### src/rtl/uart_pkg.sv
// ============================================================================
// Module      : uart_pkg
// Description : Shared UART types and the baud-divisor helper used by the
//               receiver and the transmitter.
// Revision    : 1.0 - initial release
// ============================================================================
`default_nettype none

package uart_pkg;

    typedef enum logic [1:0] {
        RX_IDLE  = 2'd0,
        RX_START = 2'd1,
        RX_DATA  = 2'd2,
        RX_STOP  = 2'd3
    } rx_state_e;

    // Rounded to nearest so that tx and rx agree on the bit period.
    function automatic int cycles_per_bit(input int clock_freq, input int baud_rate);
        return (clock_freq + baud_rate / 2) / baud_rate;
    endfunction

endpackage

`default_nettype wire

### src/rtl/uart_rx_sync.sv
// ============================================================================
// Module      : uart_rx_sync
// Description : Two-flop synchroniser for the rx pin plus falling-edge detect.
//               All flops reset to the idle line level (1).
// Revision    : 1.0 - initial release
// ============================================================================
`default_nettype none

module uart_rx_sync (
    input  logic clk,
    input  logic rst_n,
    input  logic rx,
    output logic rx_s,
    output logic rx_fall
);

    logic meta_q, meta_d;
    logic sync_q, sync_d;
    logic prev_q, prev_d;

    always_comb begin
        meta_d = rx;
        sync_d = meta_q;
        prev_d = sync_q;
    end

    always_ff @(posedge clk or negedge rst_n) begin
        if (!rst_n) begin
            meta_q <= 1'b1;
            sync_q <= 1'b1;
            prev_q <= 1'b1;
        end else begin
            meta_q <= meta_d;
            sync_q <= sync_d;
            prev_q <= prev_d;
        end
    end

    assign rx_s    = sync_q;
    assign rx_fall = prev_q & ~sync_q;

endmodule

`default_nettype wire

### src/rtl/uart_rx.sv
// ============================================================================
// Module      : uart_rx
// Description : UART receiver, LSB first, configurable data/stop bits, with a
//               single-entry valid/ready holding register and framing/overrun
//               pulses. Optional 2-of-3 sample voting: UART_RX_GLITCH_FILTER_EN.
// Revision    : 1.0 - initial release
// ============================================================================
`default_nettype none

module uart_rx
    import uart_pkg::*;
#(
    parameter int DATA_WIDTH = 8,
    parameter int BAUD_RATE  = 9600,
    parameter int CLOCK_FREQ = 50_000_000,
    parameter int STOP_BITS  = 1
) (
    input  logic                  clk,
    input  logic                  rst_n,
    input  logic                  rx,
    output logic [DATA_WIDTH-1:0] data_out,
    output logic                  valid,
    input  logic                  ready,
    output logic                  framing_error,
    output logic                  overrun
);

    localparam int CYCLES_PER_BIT = cycles_per_bit(CLOCK_FREQ, BAUD_RATE);
    localparam int HALF_BIT       = CYCLES_PER_BIT / 2;
    localparam int CNT_W          = 1 + $clog2(CYCLES_PER_BIT);

    // The counter holds cycles elapsed since the last sample point; with voting
    // the decision lands one cycle after the nominal point, so restart at 2.
`ifdef UART_RX_GLITCH_FILTER_EN
    localparam int DECIDE_OFS = 1;
    localparam int RESTART    = 2;
`else
    localparam int DECIDE_OFS = 0;
    localparam int RESTART    = 1;
`endif

    localparam logic [CNT_W-1:0] C_HALF    = CNT_W'(HALF_BIT + DECIDE_OFS);
    localparam logic [CNT_W-1:0] C_FULL    = CNT_W'(CYCLES_PER_BIT + DECIDE_OFS);
    localparam logic [CNT_W-1:0] C_RESTART = CNT_W'(RESTART);
    localparam logic [3:0]       C_LAST_DATA = 4'(DATA_WIDTH - 1);
    localparam logic [3:0]       C_LAST_STOP = 4'(STOP_BITS - 1);

    logic rx_s;
    logic rx_fall;

    uart_rx_sync u_sync (
        .clk    (clk),
        .rst_n  (rst_n),
        .rx     (rx),
        .rx_s   (rx_s),
        .rx_fall(rx_fall)
    );

    rx_state_e             state_q, state_d;
    logic [CNT_W-1:0]      cnt_q, cnt_d;
    logic [3:0]            bit_cnt_q, bit_cnt_d;
    logic [DATA_WIDTH-1:0] shift_q, shift_d;
    logic                  ferr_acc_q, ferr_acc_d;
    logic [DATA_WIDTH-1:0] data_out_q, data_out_d;
    logic                  valid_q, valid_d;
    logic                  framing_error_q, framing_error_d;
    logic                  overrun_q, overrun_d;

    logic [CNT_W-1:0]      target;
    logic                  at_decide;
    logic                  sample_bit;
    logic [DATA_WIDTH-1:0] shift_in;
    logic                  commit;

    assign target    = (state_q == RX_START) ? C_HALF : C_FULL;
    assign at_decide = (cnt_q == target);

`ifdef UART_RX_GLITCH_FILTER_EN
    logic [1:0] vote_q, vote_d;

    assign sample_bit = (vote_q[0] & vote_q[1]) | (vote_q[0] & rx_s) | (vote_q[1] & rx_s);

    always_comb begin
        vote_d = vote_q;
        if (cnt_q == target - CNT_W'(2)) vote_d[0] = rx_s;
        if (cnt_q == target - CNT_W'(1)) vote_d[1] = rx_s;
    end

    always_ff @(posedge clk or negedge rst_n) begin
        if (!rst_n) vote_q <= 2'b11;
        else        vote_q <= vote_d;
    end
`else
    assign sample_bit = rx_s;
`endif

    // New bits enter at the MSB so the first bit on the line ends up in bit 0.
    if (DATA_WIDTH > 1) begin : g_shift_wide
        assign shift_in = {sample_bit, shift_q[DATA_WIDTH-1:1]};
    end else begin : g_shift_one
        assign shift_in = sample_bit;
    end

    always_comb begin
        state_d         = state_q;
        cnt_d           = cnt_q;
        bit_cnt_d       = bit_cnt_q;
        shift_d         = shift_q;
        ferr_acc_d      = ferr_acc_q;
        data_out_d      = data_out_q;
        valid_d         = valid_q;
        framing_error_d = 1'b0;
        overrun_d       = 1'b0;
        commit          = 1'b0;

        if (valid_q && ready) valid_d = 1'b0;

        case (state_q)
            RX_IDLE: begin
                cnt_d     = '0;
                bit_cnt_d = '0;
                if (rx_fall) begin
                    state_d = RX_START;
                    cnt_d   = CNT_W'(1);
                end
            end
            RX_START: begin
                if (at_decide) begin
                    if (!sample_bit) begin
                        state_d   = RX_DATA;
                        cnt_d     = C_RESTART;
                        bit_cnt_d = '0;
                    end else begin
                        state_d = RX_IDLE;
                        cnt_d   = '0;
                    end
                end else begin
                    cnt_d = cnt_q + CNT_W'(1);
                end
            end
            RX_DATA: begin
                if (at_decide) begin
                    shift_d = shift_in;
                    cnt_d   = C_RESTART;
                    if (bit_cnt_q == C_LAST_DATA) begin
                        state_d    = RX_STOP;
                        bit_cnt_d  = '0;
                        ferr_acc_d = 1'b0;
                    end else begin
                        bit_cnt_d = bit_cnt_q + 4'd1;
                    end
                end else begin
                    cnt_d = cnt_q + CNT_W'(1);
                end
            end
            RX_STOP: begin
                if (at_decide) begin
                    cnt_d = C_RESTART;
                    if (bit_cnt_q == C_LAST_STOP) begin
                        // Leave mid-bit so the next start edge is not missed.
                        state_d   = RX_IDLE;
                        cnt_d     = '0;
                        bit_cnt_d = '0;
                        if (ferr_acc_q || !sample_bit) framing_error_d = 1'b1;
                        else                           commit          = 1'b1;
                    end else begin
                        bit_cnt_d  = bit_cnt_q + 4'd1;
                        ferr_acc_d = ferr_acc_q | ~sample_bit;
                    end
                end else begin
                    cnt_d = cnt_q + CNT_W'(1);
                end
            end
            default: begin
                state_d = RX_IDLE;
                cnt_d   = '0;
            end
        endcase

        // A word consumed in the same cycle frees the slot for the new one.
        if (commit) begin
            if (valid_q && !ready) begin
                overrun_d = 1'b1;
            end else begin
                data_out_d = shift_q;
                valid_d    = 1'b1;
            end
        end
    end

    always_ff @(posedge clk or negedge rst_n) begin
        if (!rst_n) begin
            state_q         <= RX_IDLE;
            cnt_q           <= '0;
            bit_cnt_q       <= '0;
            shift_q         <= '0;
            ferr_acc_q      <= 1'b0;
            data_out_q      <= '0;
            valid_q         <= 1'b0;
            framing_error_q <= 1'b0;
            overrun_q       <= 1'b0;
        end else begin
            state_q         <= state_d;
            cnt_q           <= cnt_d;
            bit_cnt_q       <= bit_cnt_d;
            shift_q         <= shift_d;
            ferr_acc_q      <= ferr_acc_d;
            data_out_q      <= data_out_d;
            valid_q         <= valid_d;
            framing_error_q <= framing_error_d;
            overrun_q       <= overrun_d;
        end
    end

    assign data_out      = data_out_q;
    assign valid         = valid_q;
    assign framing_error = framing_error_q;
    assign overrun       = overrun_q;

endmodule

`default_nettype wire

### config.mk
export PLATFORM = sky130hd
export DESIGN_NAME = uart_rx
export DESIGN_NICKNAME = d
export VERILOG_FILES = /design/src/rtl/uart_pkg.sv /design/src/rtl/uart_rx_sync.sv /design/src/rtl/uart_rx.sv
export SDC_FILE = /design/constraint.sdc
export NUM_CORES = 1
export LEC_CHECK = 0
export CAP_MARGIN = 20
export CORE_MARGIN = 1.5
export CORE_UTILIZATION = 34
export DETAILED_ROUTE_END_ITERATION = 7
export SLEW_MARGIN = 20
export SYNTH_ARGS = -nofsm -noshare
export SYNTH_HDL_FRONTEND = slang
export SYNTH_HIERARCHICAL = 1
export SYNTH_SLANG_ARGS = --single-unit
### constraint.sdc
create_clock -name clk -period 2.5 [get_ports clk]
set_clock_uncertainty 0.1 [all_clocks]
set_input_delay 0.5 -clock clk [delete_from_list [all_inputs] [get_ports clk]]
set_output_delay 0.5 -clock clk [all_outputs]
set_load 0.02 [all_outputs]
# Word-level counts from Yosys, hierarchy flattened
# Index checks and enable logic that the tools add are counted.
# totals
reg_bits,43
in_bits,4
elab_cells,85
# op_classes
n_addsub,2
n_eq_ne,13
n_mux,41
n_bitwise,4
reduce_logical,13
# op_table
cell,count
$pmux W14 S4,1
$mux W14,3
$mux W4,6
$mux W1,20
$ne A2 B2 Y1 const B,8
$pmux W4 S4,1
$add A14 B1 Y14 const B,1
$eq A14 B13 Y1,1
$mux W2,7
$mux W13,1
$pmux W2 S4,1
$reduce_and A6 Y1,1
$reduce_and A5 Y1,1
$add A4 B1 Y4 const B,1
$eq A2 B2 Y1 const B,2
$eq A4 B3 Y1 const B,1
$logic_not A4 Y1,1
$reduce_and A2 Y1,2
$reduce_and A4 Y1,1
$eq A2 B1 Y1 const B,1
$logic_and A1 B1 Y1,2
$logic_not A1 Y1,2
$logic_not A2 Y1,1
$not A1 Y1,2
other kinds (5),5

# Logic depth before layout (Yosys ltp)
# depth
ltp_word,7
mapped_depth,8

# Modules after synthesis
# The synthesis kept the hierarchy.
# modules_own_cells
mod,n_inst,cells_each,area_each_um2,seq_area_each_um2
uart_rx,1,187,2005.7,1001.0
uart_rx_sync,1,4,92.6,78.8

# Worst setup path before layout
# OpenSTA, ideal clock, no wires.
# synth_timing
path_type,register -> register
from,register cnt_q[0]
to,register data_out_q[0] (netlist: data_out[0])
setup_time_ns,0.127
arrival_ns,2.013
path_slack_ns,0.260
path_stages_with_launch,9
path_cell_list,dfrtp_1 > inv_1 > ha_1 > nand2_1 > or4_4 > a2111oi_0 > and3_1 > buf_4 > mux2_1
# synth_via
elab_chain_len,4
# synth_lines
element,line,rtl
start: declaration,uart_rx.sv:60,"logic [CNT_W-1:0] cnt_q, cnt_d;"
start signal: assignment,uart_rx.sv:204,cnt_q <= cnt_d;
$eq A14 B13 Y1,uart_rx.sv:76,assign at_decide = (cnt_q == target);
$mux W1,uart_rx.sv:157,if (at_decide) begin
$mux W1,uart_rx.sv:118,case (state_q)
$reduce_and A2 Y1 (no line),--,
end signal: assignment,uart_rx.sv:208,data_out_q <= data_out_d;
end: declaration,uart_rx.sv:64,"logic [DATA_WIDTH-1:0] data_out_q, data_out_d;"
# No other way between the ends.
# A chain may end at the register's enable or synchronous reset.

# Worst setup path in the final report
# Ends and elaborated chain as after synthesis.

==> flow_summary.json <==
{
  "status": "finished clean",
  "hold_violations": 0,
  "path_buf_inv": 2,
  "layout_common_cells": "dfrtp_1 (40), nor2_1 (19), clkdlybuf4s50_1 (13), buf_4 (13)",
  "post-route-period-util_pct": 94.8,
  "endpoint_kind": "register",
  "gr-usage-met2_pct": 21.8,
  "max_stage_delay_ns": 0.47,
  "use_met3_pct": 3.33,
  "synth_cell_types": 48,
  "cp_max_fo": 8,
  "cts_buffers": 5,
  "grt_pass1_vias": 1459,
  "critical_path_class": "register to register",
  "rows": 28,
  "port_buffers": 14,
  "min_period_ns": 2.37,
  "use_met1_pct": 17.5,
  "pwr-share-clk_pct": 30.9,
  "start_util_pct": 35.2,
  "diodes": 0,
  "fp.dieH_um": 81.6,
  "slew_headroom_pct": 68.9,
  "p_comb_share_pct": 16.2,
  "busiest_layer": "met2",
  "area_delta_synth_final_pct": 20.5,
  "wire_per_inst_um": 13.7,
  "grt_usage_pct": 13.8,
  "p_int_w": 0.00109,
  "drc_errors": 0,
  "dp_hpwl_mm": 2.93,
  "first_pass_iters": 4,
  "postSynthCellCount": 191,
  "syn_area_per_cell_um2": 11.0,
  "leakagePower_nw": 1.18,
  "swShare_pct": 28.5,
  "p_per_area_nw_per_um2": 605,
  "drv_slew": 0,
  "die_x_um": 81.6,
  "synth_ff_type": "dfrtp_1",
  "final_common_cell": "dfrtp_1",
  "nNetsFinal": 228,
  "cp.arrival_ns": 2.46,
  "antenna_left": 0,
  "wirelength_mm": 4.06,
  "grt_start_max_net_pins": 18,
  "tightest_slew_ns": 0.461,
  "clock.fmax_mhz": 422,
  "synth_seq_cells": 43,
  "maxCapViolations": 0,
  "cts_buffer_depth": 2,
  "finish.utilization_pct": 42.5,
  "clock_latency_ns": 0.30,
  "antenna_found_initial": 0,
  "seqPwrFrac_pct": 53.0,
  "setup_violations": 0,
  "syn_area_um2": 2100,
  "synth-edff-count": 0,
  "crit_slowest_cell": "or4_4",
  "cp_top_family": "simple AND/OR/NAND/NOR gates",
  "cts_htree_levels": 2,
  "peakVddDrop_uv": 297,
  "overflow": 0,
  "io_pins": 15,
  "via_count": 1473,
  "synth_warnings": 6,
  "layout-drive-gt1-share_pct": 19.5,
  "hold_class": "register to register",
  "async_reset_ff_share_pct": 100,
  "die-area_um2": 6650,
  "via_per_inst": 4.98,
  "core_area_um2": 5960,
  "synth_seq_area_share_pct": 51.5,
  "critPathRequiredTime_ns": 2.59,
  "critPathLaunchType": "register",
  "syn-num-nets": 199,
  "drt-initial-drc-count": 78,
  "path_clk_slew_ns": 0.09,
  "cts_sinks": 43,
  "p_switching_w": 0.000436,
  "tritoncts": "done",
  "cts_root_buf": "clkbuf_8",
  "crit_chain": "inv_1 -> ha_1 -> nand2_1 -> or4_4 -> a2111oi_4 -> and3_1 -> buf_4 -> mux2_1",
  "gp_congestion": 0.864,
  "grt_first_pass_wirelength_mm": 6.84,
  "worst_hold_slack_ns": 0.262
}
==> state kept, by name (all words and copies together) (netlist names), 4 cells and up, named ones only <==
register / flops
shift_q: 8
bit_cnt_q: 4
cnt_q: 14
data_out: 8
==> through the flow <==
step | TNS (ns) | instance area (µm²) | total power (W) | setup WS (ns) | instances
2_1_floorplan | 0 | 2100 | 0.000976 | 0.260 | 191
4_1_cts | 0 | 2500 | 0.00154 | 0.0734 | 294
3_5_place_dp | -0.313 | 2380 | 0.00106 | -0.0468 | 285
5_1_grt | -0.161 | 2530 | 0.00162 | -0.0380 | 296
6_report | 0 | 2530 | 0.00153 | 0.129 | 296
3_3_place_gp | 0 | 2380 | 0.00106 | 0.0848 | 285
==> kinds of logic (layout without fill, tap and decap cells) <==
group	after synthesis	in the layout	share of synthesized area, %
adders and majority gates	4	4	2.39
and+or+nand+nor	75	75	19.9
AOI/OAI and AO/OA	22	22	7.57
buffers and inverters	15	45	2.98
DFF	43	43	51.5
muxes	20	20	10.7
xor gates and xnor gates	12	12	5.01
==> worst register-to-register path, stage by stage (launching register included) <==
cell and delay [ns]:
dfrtp_1 0.40, inv_1 0.08, ha_1 0.14, nand2_1 0.05, or4_4 0.47, a2111oi_4 0.32, and3_1 0.20, buf_4 0.17
mux2_1 0.33
==> layer usage <==
layer / part of all wire (%) / vias to the layer above
met5: 0 / -
met4: 2.2 / 0
met3: 2.8 / 8
met2: 45 / 20
met1: 49 / 718
li1: - / 727
==> layout make-up <==
| cell class | count | area [µm²] |
|---|---|---|
| flip-flops and latches | 43 | 1080 |
| clock buffers | 6 | 82.6 |
| repair buffers | 28 | 243 |
| well taps | 75 | 93.8 |
| clock inverters | 2 | 16.3 |
| fillers | 577 | 3430 |
| inverters | 9 | 33.8 |
| multi-input cells | 133 | 980 |
==> Yosys cell counts (4+ instances only) <==
master    number  share of area (%)
dfrtp_1       40                 48
nor2_1        19                3.4
mux2_2        11                5.9
nand2_1       11                2.0
nand3_1       10                2.4
inv_1          9                1.6
mux2_1         8                4.3
xor2_1         8                3.3
o21ai_0        5                1.2
and3_1         4                1.2
ha_1           4                2.4
nand2b_1       4                1.2
nor3_1         4               0.95
xnor2_1        4                1.7
==> power by group through the flow <==
stage / clock network (W) / registers [W] / logic [W]
after floorplan: 0 / 0.000812 / 0.000164
final: 0.000472 / 0.000810 / 0.000247
after global placement: 0 / 0.000823 / 0.000233
after detailed placement: 0 / 0.000826 / 0.000235
after global routing: 0.000523 / 0.000821 / 0.000277
after CTS: 0.000490 / 0.000813 / 0.000240
==> path summary, 6_finish.rpt <==
kind                                           end  depth (start not counted)  slack [ns]                    start
setup / recovery           data_out[0]$_DFFE_PN0P_                          8        0.13       cnt_q[0]$_DFF_PN0_
hold reg to reg              u_sync/rx_s$_DFF_PN1_                          0        0.26  u_sync/meta_q$_DFF_PN1_
hold / removal               u_sync/rx_s$_DFF_PN1_                          0        0.26  u_sync/meta_q$_DFF_PN1_
setup reg to reg           data_out[0]$_DFFE_PN0P_                          8        0.13       cnt_q[0]$_DFF_PN0_
max in group asynchronous  u_sync/meta_q$_DFF_PN1_                          3        1.18                    rst_n
min in group asynchronous  data_out[4]$_DFFE_PN0P_                          2        0.51                    rst_n
==> repair_timing <==
action	4_1_cts	5_1_grt
pin swaps	0	1
hold buffers	1	0
endpoints found under the hold margin	12	0
gates resized for setup	2	2
endpoints found under the setup margin	8	8
gates cloned	0	0
buffers inserted	0	2
Note: power is estimated with default switching activity, not from simulation.
